--- src/rtl/branch_resolve_ctrl.sv ---
// Bimodal branch predictor with EX-stage resolution, mispredict flush/redirect
// sequencing and saturating branch statistics.
module branch_resolve_ctrl #(
    parameter int IDX_BITS     = 6,
    parameter int XLEN         = 32,
    parameter int FLUSH_CYCLES = 2
) (
    input  logic            clk,
    input  logic            rst_n,
    input  logic [XLEN-1:0] if_pc,
    output logic            pred_taken,
    input  logic            ex_valid,
    input  logic            ex_stall,
    input  logic            ex_branch,
    input  logic            ex_taken,
    input  logic            ex_pred_taken,
    input  logic [XLEN-1:0] ex_pc,
    input  logic [XLEN-1:0] ex_target,
    output logic            flush,
    output logic            redirect_valid,
    output logic [XLEN-1:0] redirect_pc,
    output logic            busy,
    output logic [31:0]     br_count,
    output logic [31:0]     mispred_count
);

    localparam int ENTRIES = 1 << IDX_BITS;
    localparam int CNT_W   = 3;

    typedef enum logic {IDLE, FLUSH} state_t;

    state_t               state_q, state_d;
    logic [CNT_W-1:0]     cnt_q, cnt_d;
    logic                 flush_d, busy_d, redirect_valid_d;
    logic [XLEN-1:0]      redirect_pc_d;
    logic [1:0]           bht [ENTRIES];
    logic [IDX_BITS-1:0]  if_idx, ex_idx;
    logic                 resolve, mispredict;
    logic                 unused_pc_bits;

    assign if_idx         = if_pc[IDX_BITS+1:2];
    assign ex_idx         = ex_pc[IDX_BITS+1:2];
    assign unused_pc_bits = ^{if_pc[XLEN-1:IDX_BITS+2], if_pc[1:0]};

    // Plain read of the array: an update in this cycle is seen only from the next one.
    assign pred_taken = bht[if_idx][1];

    assign resolve    = ex_valid & ~ex_stall & ex_branch & (state_q == IDLE);
    assign mispredict = resolve & (ex_taken != ex_pred_taken);

    always_comb begin
        // NOTE: every output of this block gets a default first so no path leaves
        // a value unassigned, which would otherwise infer a latch.
        state_d          = state_q;
        cnt_d            = cnt_q;
        flush_d          = flush;
        busy_d           = busy;
        redirect_valid_d = 1'b0;
        redirect_pc_d    = redirect_pc;
        unique case (state_q)
            IDLE: begin
                if (mispredict) begin
                    state_d          = FLUSH;
                    cnt_d            = CNT_W'(FLUSH_CYCLES - 1);
                    flush_d          = 1'b1;
                    busy_d           = 1'b1;
                    redirect_valid_d = 1'b1;
                    redirect_pc_d    = ex_taken ? ex_target : ex_pc + XLEN'(4);
                end
            end
            FLUSH: begin
                if (cnt_q == '0) begin
                    state_d = IDLE;
                    flush_d = 1'b0;
                    busy_d  = 1'b0;
                end else begin
                    cnt_d = cnt_q - 1'b1;
                end
            end
            default: state_d = IDLE;
        endcase
    end

    // NOTE: sequential state uses non-blocking assignments so every register
    // samples pre-edge values regardless of statement order.
    always_ff @(posedge clk) begin
        if (!rst_n) begin
            state_q        <= IDLE;
            cnt_q          <= '0;
            flush          <= 1'b0;
            busy           <= 1'b0;
            redirect_valid <= 1'b0;
            redirect_pc    <= '0;
            br_count       <= '0;
            mispred_count  <= '0;
        end else begin
            state_q        <= state_d;
            cnt_q          <= cnt_d;
            flush          <= flush_d;
            busy           <= busy_d;
            redirect_valid <= redirect_valid_d;
            redirect_pc    <= redirect_pc_d;
            if (resolve && br_count != 32'hFFFF_FFFF)
                br_count <= br_count + 32'd1;
            if (mispredict && mispred_count != 32'hFFFF_FFFF)
                mispred_count <= mispred_count + 32'd1;
        end
    end

    // NOTE: the table is a flop array, not RAM, because reset must return every
    // entry to weakly-not-taken; a RAM macro could not be cleared in one edge.
    always_ff @(posedge clk) begin
        if (!rst_n) begin
            for (int i = 0; i < ENTRIES; i++) bht[i] <= 2'b01;
        end else if (resolve) begin
            if (ex_taken && bht[ex_idx] != 2'b11)
                bht[ex_idx] <= bht[ex_idx] + 2'b01;
            else if (!ex_taken && bht[ex_idx] != 2'b00)
                bht[ex_idx] <= bht[ex_idx] - 2'b01;
        end
    end

endmodule

--- config.mk ---
export PLATFORM = sky130hd
export DESIGN_NAME = branch_resolve_ctrl
export DESIGN_NICKNAME = d
export VERILOG_FILES = /design/src/rtl/branch_resolve_ctrl.sv
export SDC_FILE = /design/constraint.sdc
export NUM_CORES = 1
export LEC_CHECK = 0
export CORE_AREA = 2 2 175 246
export CTS_BUF_LIST = sky130_fd_sc_hd__clkbuf_8
export CTS_CLUSTER_SIZE = 24
export DETAILED_ROUTE_END_ITERATION = 10
export DIE_AREA = 0 0 177 248
export DONT_BUFFER_PORTS = 1
export GPL_ROUTABILITY_DRIVEN = 0
export MAX_ROUTING_LAYER = met4
export PLACE_DENSITY = 0.41
export SLEW_MARGIN = 20
export SYNTH_ARGS = -nofsm -noshare
export SYNTH_HDL_FRONTEND = slang
export SYNTH_SLANG_ARGS = --single-unit
--- constraint.sdc ---
create_clock -name clk -period 3 [get_ports clk]
set_input_delay 0.15 -clock clk [delete_from_list [all_inputs] [get_ports clk]]
set_output_delay 0.15 -clock clk [all_outputs]
set_load 0.1 [all_outputs]
==> impl_metrics.csv <==
group,metric,value,unit
detailed_routing,first_pass_iters,5,
global_routing,grt_pass1_vias,10700,
timing,finalSetupViolations,0,
timing,slew_headroom,33.3,%
power_and_ir_drop,p_clk_share,42.5,%
global_routing,grt_pass1_wl,62600,µm
floorplanning,coreArea,0.0418,mm²
timing,fin_setup_tns,0,ps
timing,worst_clock_skew,25.0,ps
final_layout,stdcell_count,1998,
floorplanning,io_pins,203,
final_layout,fin_area,0.0154,mm²
synthesis,ys_async_sr_fraction,0,%
global_routing,antenna_found_initial,0,
global_routing,overflow,0,
placement,post-place-ws,61.1,ps
final_layout,mostFrequentLayoutCell,"nand2_1",
placement,io_buffers,0,
critical_path,crit_arrival,2850,ps
critical_path,critPathLaunchType,"flip-flop",
power_and_ir_drop,pwr-share-comb,11.4,%
synthesis,syn_nets,1372,
critical_path,crit_slowest_cell,"mux4_2",
run,maxCapViolations,0,
global_routing,grt_max_degree,134,
detailed_routing,wl,40900,µm
power_and_ir_drop,switchingPower,2.04,mW
floorplanning,dieArea,0.0439,mm²
final_layout,final_core_util,36.9,%
detailed_routing,drc_errors,0,
final_layout,syn_to_final_growth,23.9,%
floorplanning,placementRows,89,
critical_path,cp-end-kind,"output port",
timing,rsz0062_at_grt,"true",
placement,place_hpwl,26600,µm
critical_path,crit_path_frequent_cell,"mux4_2",
floorplanning,initial_core_util,29.7,%
floorplanning,die_h,248,µm
synthesis,synth-main-ff-cell,"edfxtp_1",
synthesis,synthCells,1264,
timing,layout_min_cycle_time,3000,ps
outcome,status,"completed",
power_and_ir_drop,p_int,5.47,mW
synthesis,avgSynthCellArea,9.83,µm²
power_and_ir_drop,power,7.52,mW
cts,clock_sinks,230,
detailed_routing,via_per_inst,5.12,
synthesis,ys_ff_latch,230,
timing,worstMarginPinSlew,999,ps
detailed_routing,num_vias,10200,
synthesis,ys_warn_count,0,
critical_path,max_stage_delay,760,ps
cts,cts_made_buffers,44,
power_and_ir_drop,p_sw_share,27.2,%
final_layout,fin_nets,1527,
cts,clockRootBuffer,"clkbuf_8",
synthesis,yosysTopAreaCell,"edfxtp_1",
critical_path,critPathKind,"reg2out",
placement,dpl.cell_count,1844,
hold_path,worst_hold_path_type,"in2reg",
synthesis,yosysSeqAreaShare,47.4,%
cts,htreeDepth,2,
global_routing,track_usage,19.2,%
synthesis,synth_top_area_share,30.9,%
power_and_ir_drop,power.density,488,mW/mm²
timing,slew_violations,0,
detailed_routing,drtAntennaViolNets,0,
critical_path,cp_data_required_time,2850,ps
timing,setup_ws,2.39,ps
final_layout,drive_gt1_share,19.8,%
power_and_ir_drop,p_seq_share,46.1,%
timing,period_share,99.9,%
timing,max_freq,0.334,GHz
final_layout,diodes,0,
critical_path,crit_fanout,2,
floorplanning,die_x,177,µm
final_layout,final_cell_mix,"nand2_1 (209), edfxtp_1 (128), buf_4 (115)",
placement,place_area,0.0137,mm²
cts,clk_pin_slew,60,ps
synthesis,synthTopCellsByArea,"edfxtp_1 (31%), dfxtp_1 (16%), nand2_1 (6.3%), mux4_2 (5.1%), o21ai_0 (4.7%)",
synthesis,synth_edf_count,128,
power_and_ir_drop,leakage,5.28,nW
cts,clk_latency,580,ps
timing,hold_ws,28.0,ps
timing,hold_violations,0,
synthesis,syn_area,0.0124,mm²
cts,cts_max_path_buffers,3,
detailed_routing,wl_per_cell,20.5,µm
detailed_routing,first_iter_violations,432,
critical_path,crit_path_cell_trace,"mux4_2 -> mux4_2 -> mux4_2",
synthesis,synth_cell_types,70,
cts,cts_tree,"yes",
power_and_ir_drop,ir_drop,313,µV
area by class of cell:
type                       count  area (µm²)
timing repair buffer         197        1780
multi-input combinational    915        6010
clock inverter                29         198
sequential                   230        5910
tap                          546         683
inverter                      31         116
fill                        4206       26400
clock buffer                  50         688
path summary, 6_finish.rpt:
kind                        from               to  slack, ps  cells after the start
setup reg to reg       bht[2][1]       bht[46][1]        160                      8
setup / recovery       bht[5][1]       pred_taken          2                      3
hold / removal         ex_pc[29]  redirect_pc[31]         30                      4
hold reg to reg   redirect_pc[9]   redirect_pc[9]        490                      1
power groups by stage:
stage	sequential (mW)	combinational (mW)	clock (mW)
2_1_floorplan	3.54	0.526	0
3_3_place_gp	3.53	0.717	0
3_5_place_dp	3.53	0.718	0
4_1_cts	3.47	0.848	3.30
5_1_grt	3.47	0.911	3.43
6_report	3.47	0.854	3.20
per-layer routing:
layer	up-vias	part of all wire (%)	wire [µm]	track usage [%]
met5	-	0	0	-
met4	0	2.4	991	5.66
met3	58	7.7	3160	4.58
met2	342	52	21300	35.0
met1	4958	38	15400	20.4
li1	4881	-	-	-
synthesized netlist by cell type (all sizes together), types with 3 or more instances:
library cell and count:
and4 9, and3b 3, nor3 28, and2 54
mux2i 40, xnor2 26, or3 22, clkbuf 51
a211oi 3, inv 31, nor2b 11, edfxtp 128
o21ai 125, nand4 17, a21boi 21, buf 37
nor2 43, and3 9, a22oi 7, a22o 6
o31a 3, a32oi 9, a21oi 80, nor3b 3
mux4 28, ha 5, a221oi 3, dfxtp 102
nor4 9, o32ai 4, o22ai 10, mux2 6
or2 5, nand2b 6, nand3 40, nand2 209
xor2 45
sequential cells by signal (all words and copies together), names as in the netlist:
register	count
bht	128
br_count	32
busy	1
cnt_q	3
mispred_count	32
redirect_pc	32
redirect_valid	1
state_q	1
cell families after synthesis:
family,Yosys count,share of synthesized area [%]
buf+inv,119,4.59
simple gates,476,18.7
mux,74,8.97
flops,230,47.4
compound gates,289,14.8
xor+xnor,71,5.01
fa+ha+maj,5,0.504
critical path: cells and delay by family, from the launching register on:
| kind | cells | cell delay (ps) |
|---|---|---|
| multiplexers | 3 | 1840 |
| flip-flops | 1 | 430 |
what timing repair did:
item,in CTS,in global routing
resized for setup,0,14
buffers inserted,1,0
setup endpoints to repair,1,123
hold buffers,74,0
endpoints found under the hold margin,261,0
Note: power is estimated with default switching activity, not from simulation.
